$ cat config.mk
export PLATFORM = sky130hd
export DESIGN_NAME = input_vc_sa_scheduler
export DESIGN_NICKNAME = d
export VERILOG_FILES = /design/src/rtl/input_vc_sa_scheduler.sv
export SDC_FILE = /design/constraint.sdc
export NUM_CORES = 1
export LEC_CHECK = 0
export ABC_AREA = 0
export BUFFER_PORTS_ARGS = -buffer_cell sky130_fd_sc_hd__buf_2
export CELL_PAD_IN_SITES_DETAIL_PLACEMENT = 0
export CELL_PAD_IN_SITES_GLOBAL_PLACEMENT = 1
export CORE_UTILIZATION = 41
export DETAILED_ROUTE_END_ITERATION = 12
export MAX_ROUTING_LAYER = met4
export PLACE_DENSITY = 0.78
export REMOVE_ABC_BUFFERS = 1
export SLEW_MARGIN = 5
export SYNTH_ARGS = -nofsm -noshare
export SYNTH_HDL_FRONTEND = slang
export SYNTH_SLANG_ARGS = --single-unit
$ cat constraint.sdc
create_clock -name clk -period 8 [get_ports clk]
set_input_delay 0 -clock clk [delete_from_list [all_inputs] [get_ports clk]]
set_output_delay 0 -clock clk [all_outputs]
set_load 0.05 [all_outputs]
$ cat src/rtl/input_vc_sa_scheduler.sv
// Input-port switch-allocation scheduler: round-robin VC pick gated by per-VC downstream credit.
// Optional wormhole packet lock is enabled by defining SA_PACKET_LOCK_EN.
module input_vc_sa_scheduler #(
  parameter int VC_NUM     = 2,
  parameter int VC_SIZE    = $clog2(VC_NUM),
  parameter int CREDIT_MAX = 8,
  parameter int CREDIT_W   = $clog2(CREDIT_MAX + 1)
) (
  input  logic                       clk,
  input  logic                       rst,
  input  logic [VC_NUM-1:0]          req_i,
  input  logic [VC_NUM-1:0]          is_tail_i,
  input  logic [VC_NUM-1:0]          credit_ret_i,
  input  logic                       xb_ready_i,
  output logic [VC_SIZE-1:0]         sel_vc_o,
  output logic                       valid_o,
  output logic [VC_NUM*CREDIT_W-1:0] credit_o,
  output logic [VC_NUM-1:0]          error_o
);

  localparam logic [CREDIT_W-1:0] CREDIT_FULL = CREDIT_W'(CREDIT_MAX);

  logic [CREDIT_W-1:0] credit_q [VC_NUM];
  logic [CREDIT_W-1:0] credit_d [VC_NUM];
  logic [VC_NUM-1:0]   error_q, error_d;
  logic [VC_SIZE-1:0]  ptr_q, ptr_d;
  logic [VC_SIZE-1:0]  sel_q, sel_d;
  logic                valid_q, valid_d;

  logic [VC_NUM-1:0]   elig;
  logic [VC_NUM-1:0]   cand;
  logic                win_vld;
  logic [VC_SIZE-1:0]  win_idx;
  logic [VC_SIZE-1:0]  win_next;

  always_comb begin
    for (int v = 0; v < VC_NUM; v++) begin
      elig[v] = req_i[v] & (credit_q[v] != '0);
    end
  end

`ifdef SA_PACKET_LOCK_EN
  logic               lock_q, lock_d;
  logic [VC_SIZE-1:0] lock_vc_q, lock_vc_d;

  // While a packet is in flight only its VC may compete, so other VCs cannot interleave flits.
  always_comb begin
    cand = elig;
    if (lock_q) begin
      cand = '0;
      cand[lock_vc_q] = elig[lock_vc_q];
    end
  end
`else
  logic unused_is_tail;
  assign unused_is_tail = ^is_tail_i;
  assign cand = elig;
`endif

  // Rotating priority scan starting at the pointer; first candidate found wins.
  // NOTE: every variable driven in a combinational block gets a default first so no latch is inferred.
  always_comb begin
    int idx;
    idx     = 0;
    win_vld = 1'b0;
    win_idx = '0;
    if (xb_ready_i) begin
      for (int k = 0; k < VC_NUM; k++) begin
        idx = (int'(ptr_q) + k) % VC_NUM;
        if (!win_vld && cand[idx]) begin
          win_vld = 1'b1;
          win_idx = VC_SIZE'(idx);
        end
      end
    end
  end

  assign win_next = VC_SIZE'((int'(win_idx) + 1) % VC_NUM);

  // Credit bookkeeping: a grant and a return on the same VC in one cycle cancel out.
  always_comb begin
    logic granted;
    granted = 1'b0;
    error_d = error_q;
    for (int v = 0; v < VC_NUM; v++) begin
      credit_d[v] = credit_q[v];
      granted     = win_vld && (win_idx == VC_SIZE'(v));
      if (granted && !credit_ret_i[v]) begin
        credit_d[v] = credit_q[v] - 1'b1;
      end else if (!granted && credit_ret_i[v]) begin
        if (credit_q[v] == CREDIT_FULL) begin
          error_d[v] = 1'b1;
        end else begin
          credit_d[v] = credit_q[v] + 1'b1;
        end
      end
    end
  end

  always_comb begin
    valid_d = win_vld;
    sel_d   = win_vld ? win_idx : sel_q;
    ptr_d   = ptr_q;
`ifdef SA_PACKET_LOCK_EN
    lock_d    = lock_q;
    lock_vc_d = lock_vc_q;
    if (win_vld) begin
      if (is_tail_i[win_idx]) begin
        lock_d = 1'b0;
        ptr_d  = win_next;
      end else begin
        lock_d    = 1'b1;
        lock_vc_d = win_idx;
      end
    end
`else
    if (win_vld) begin
      ptr_d = win_next;
    end
`endif
  end

  // NOTE: sequential state is updated only with non-blocking assignments so all registers sample together.
  always_ff @(posedge clk or negedge rst) begin
    if (!rst) begin
      valid_q <= 1'b0;
      sel_q   <= '0;
      ptr_q   <= '0;
      error_q <= '0;
      // NOTE: the credit array is a handful of flops, not a RAM, so it is reset to full along with the rest.
      for (int v = 0; v < VC_NUM; v++) begin
        credit_q[v] <= CREDIT_FULL;
      end
    end else begin
      valid_q <= valid_d;
      sel_q   <= sel_d;
      ptr_q   <= ptr_d;
      error_q <= error_d;
      for (int v = 0; v < VC_NUM; v++) begin
        credit_q[v] <= credit_d[v];
      end
    end
  end

`ifdef SA_PACKET_LOCK_EN
  always_ff @(posedge clk or negedge rst) begin
    if (!rst) begin
      lock_q    <= 1'b0;
      lock_vc_q <= '0;
    end else begin
      lock_q    <= lock_d;
      lock_vc_q <= lock_vc_d;
    end
  end
`endif

  for (genvar g = 0; g < VC_NUM; g++) begin : g_credit_out
    assign credit_o[g*CREDIT_W +: CREDIT_W] = credit_q[g];
  end

  assign valid_o  = valid_q;
  assign sel_vc_o = sel_q;
  assign error_o  = error_q;

endmodule
==> flow_metrics.py <==
metrics = {
    "outcome": {
        "status": "complete, no violations",
    },
    "yosys": {
        "yosys_warnings": 0,
        "synth.distinct_cells": 30,
        "ys_async_sr_fraction": 1.00,
        "yosys_register_bits": 13,
        "ys_top_cells_by_area": "dfrtp_1, ha_1, dfstp_2",
        "synth_edf_count": 0,
        "synthesis.area_um2": 830,
        "synth-seq-area-share": 0.395,
        "synth_top_area_frac": 0.332,
        "syn_inst": 83,
        "synth_ff_type": "dfrtp_1",
        "synth_area_per_cell_um2": 9.99,
        "yosysTopAreaCell": "dfrtp_1",
    },
    "place": {
        "place_hpwl_mm": 1.19,
        "routabilityCongestion": 0.823,
        "port_buffers": 18,
        "post-place-ws_ps": 5000,
    },
    "critical_path": {
        "crit_fanout": 6,
        "startpoint_type": "register",
        "r2r_start": "credit_o[5]",
        "cp-end-kind": "register",
        "cp_top_family": "compound AO/OA/AOI/OAI gates",
        "r2r-end": "credit_o[7]",
        "cp_cell_sequence": "or4_4, nand3_1, o21bai_1, inv_1, ha_1, ha_1, a21o_2, a21oi_1, mux2_2, o22a_1",
        "critPathSlowestCell": "or4_4",
        "path_class": "register to register",
        "path_buf_inv": 1,
        "cp_common_cell": "ha_1",
        "ff2ff_path_depth": 10,
        "worstPathRequired_ps": 8200,
        "max_stage_delay_ps": 560,
        "critical_path_arrival_ps": 3210,
        "regToRegSetupSlack_ps": 5000,
    },
    "clock_tree": {
        "cts_hold_buf": 1,
        "clk_latency_ps": 270,
        "clkTransAtPathRegs_ps": 80,
        "cts_root_buffer": "clkbuf_4",
        "cts_buffers": 3,
        "clk_path_buf_depth": 2,
        "cts_tree": "yes",
        "clock-sinks": 13,
        "cts_setup_buffers": 0,
        "cts-htree-levels": 1,
        "cts_resized": 0,
    },
    "pwr": {
        "ir_drop_uv": 221,
        "leakagePower_nw": 0.502,
        "p_per_area_nw_per_um2": 434,
    },
    "final_layout": {
        "drive_gt1_frac": 0.305,
        "mostFrequentLayoutCells": "buf_2, dfrtp_1, inv_1",
        "final_nets": 125,
        "fillers": 191,
        "ff_latch_area_um2": 328,
        "final_common_cell": "buf_2",
        "areaGrowthSynthToFinish_pct": 18.6,
        "multi_input_area_um2": 457,
        "diodes": 0,
    },
    "route": {
        "dr.first_iter.drc_count": 9,
        "route.vias.total": 668,
        "drt_wl_total_mm": 1.49,
        "drc": 0,
        "antenna_left": 0,
        "vias_per_cell": 5.14,
        "drt-pass1-iter-count": 4,
        "wl_per_cell_um": 11.5,
    },
    "timing": {
        "setup_tns_ps": 0,
        "finalHoldViolCount": 0,
        "finalCritPeriodShare": 0.375,
        "min_period_ps": 3000,
        "slew_violations": 0,
        "fmax_ghz": 0.333,
        "fin_ws_ps": 5000,
        "slew_headroom": 0.762,
        "skew_ps": 2.25,
        "fin_hold_ws_ps": 55.4,
        "worst_slew_pin_slew_ps": 354,
        "rsz0062_at_grt": "no",
        "setup_violations": 0,
    },
    "die": {
        "core_um2": 1800,
        "row_count": 15,
        "die_h_um": 47.0,
        "dieArea_um2": 2210,
        "die_w_um": 47.0,
        "initial_core_util": 0.460,
        "io_pins": 21,
    },
    "global_route": {
        "grt_pass1_wl_mm": 2.58,
        "first_global_vias": 598,
        "antenna_found_initial": 0,
        "grt_max_degree": 14,
        "grt.total_usage": 0.170,
        "grt_overflow": 0,
    },
    "min_path": {
        "min_to": "valid_o",
        "hp-start": "req_i[0]",
        "hp-class": "input pin to register",
        "holdPathStages": 3,
    },
    "run": {
        "cap_violations": 0,
    },
}
synthesized netlist by cell type, types with 3 or more instances:
library cell,count
a21oi_1,3
a31o_2,4
dfrtp_1,11
ha_1,8
inv_1,10
nand2_1,8
nor2_1,3
o21ai_0,6
worst min-delay path: stages:
cell and delay [ps]:
buf_2 90, o211ai_1 120, nand2_1 90
worst max-delay path by stage:
stage	startpoint	endpoint	slack (ps)	cells after the start
after global placement	credit_o[5]	credit_o[7]	4990	10
final	credit_o[5]	credit_o[7]	5000	10
after CTS	credit_o[5]	credit_o[7]	4970	10
after detailed placement	credit_o[5]	credit_o[7]	5000	10
after global routing	credit_o[5]	credit_o[7]	4800	10
after floorplan	credit_o[5]	credit_o[7]	4950	10
cell type report:
class,instances,share of cell area
inverters,11,0.0420
repair buffers,19,0.102
well taps,25,0.0318
multi-input cells,58,0.464
clock buffers,4,0.0267
flip-flops and latches,13,0.333
flip-flops by register name (all words and copies together) (netlist names):
signal,cells
ptr_q,1
credit_o,8
sel_vc_o,1
error_o,2
valid_o,1
kinds of logic after synthesis:
family | count (synthesis) | share of synthesized area
flip-flops | 13 | 0.395
AO/OA/AOI/OAI | 21 | 0.183
adder cells (fa/ha/maj) | 10 | 0.169
XOR/XNOR | 4 | 0.0422
multiplexers | 3 | 0.0377
buffers and inverters | 12 | 0.0543
AND/OR/NAND/NOR | 20 | 0.119
stage by stage:
step / std cells / utilization / total power, mW / instance area, um2
2_1_floorplan: 82 / - / 0.333 / 826
3_3_place_gp: 125 / 0.526 / 0.386 / 947
3_5_place_dp: 125 / 0.526 / 0.390 / 947
4_1_cts: 130 / 0.546 / 0.433 / 983
5_1_grt: 130 / 0.546 / 0.464 / 983
6_report: 130 / 0.546 / 0.427 / 983
metal layers:
metal,vias up,track usage,part of all wire
li1,338,-,-
met1,315,0.240,0.49
met2,15,0.244,0.45
met3,0,0.0577,0.058
met4,0,0.0171,0
met5,-,-,0
where the power goes:
group	total, mW	leakage [nW]	internal (mW)	switching (mW)
Sequential	0.136	0.151	0.0997	0.0366
Combinational	0.251	0.336	0.0822	0.169
Clock	0.0394	0.0150	0.0193	0.0201
Total	0.427	0.502	0.201	0.225
No activity file was read; power rests on OpenSTA's default activity.
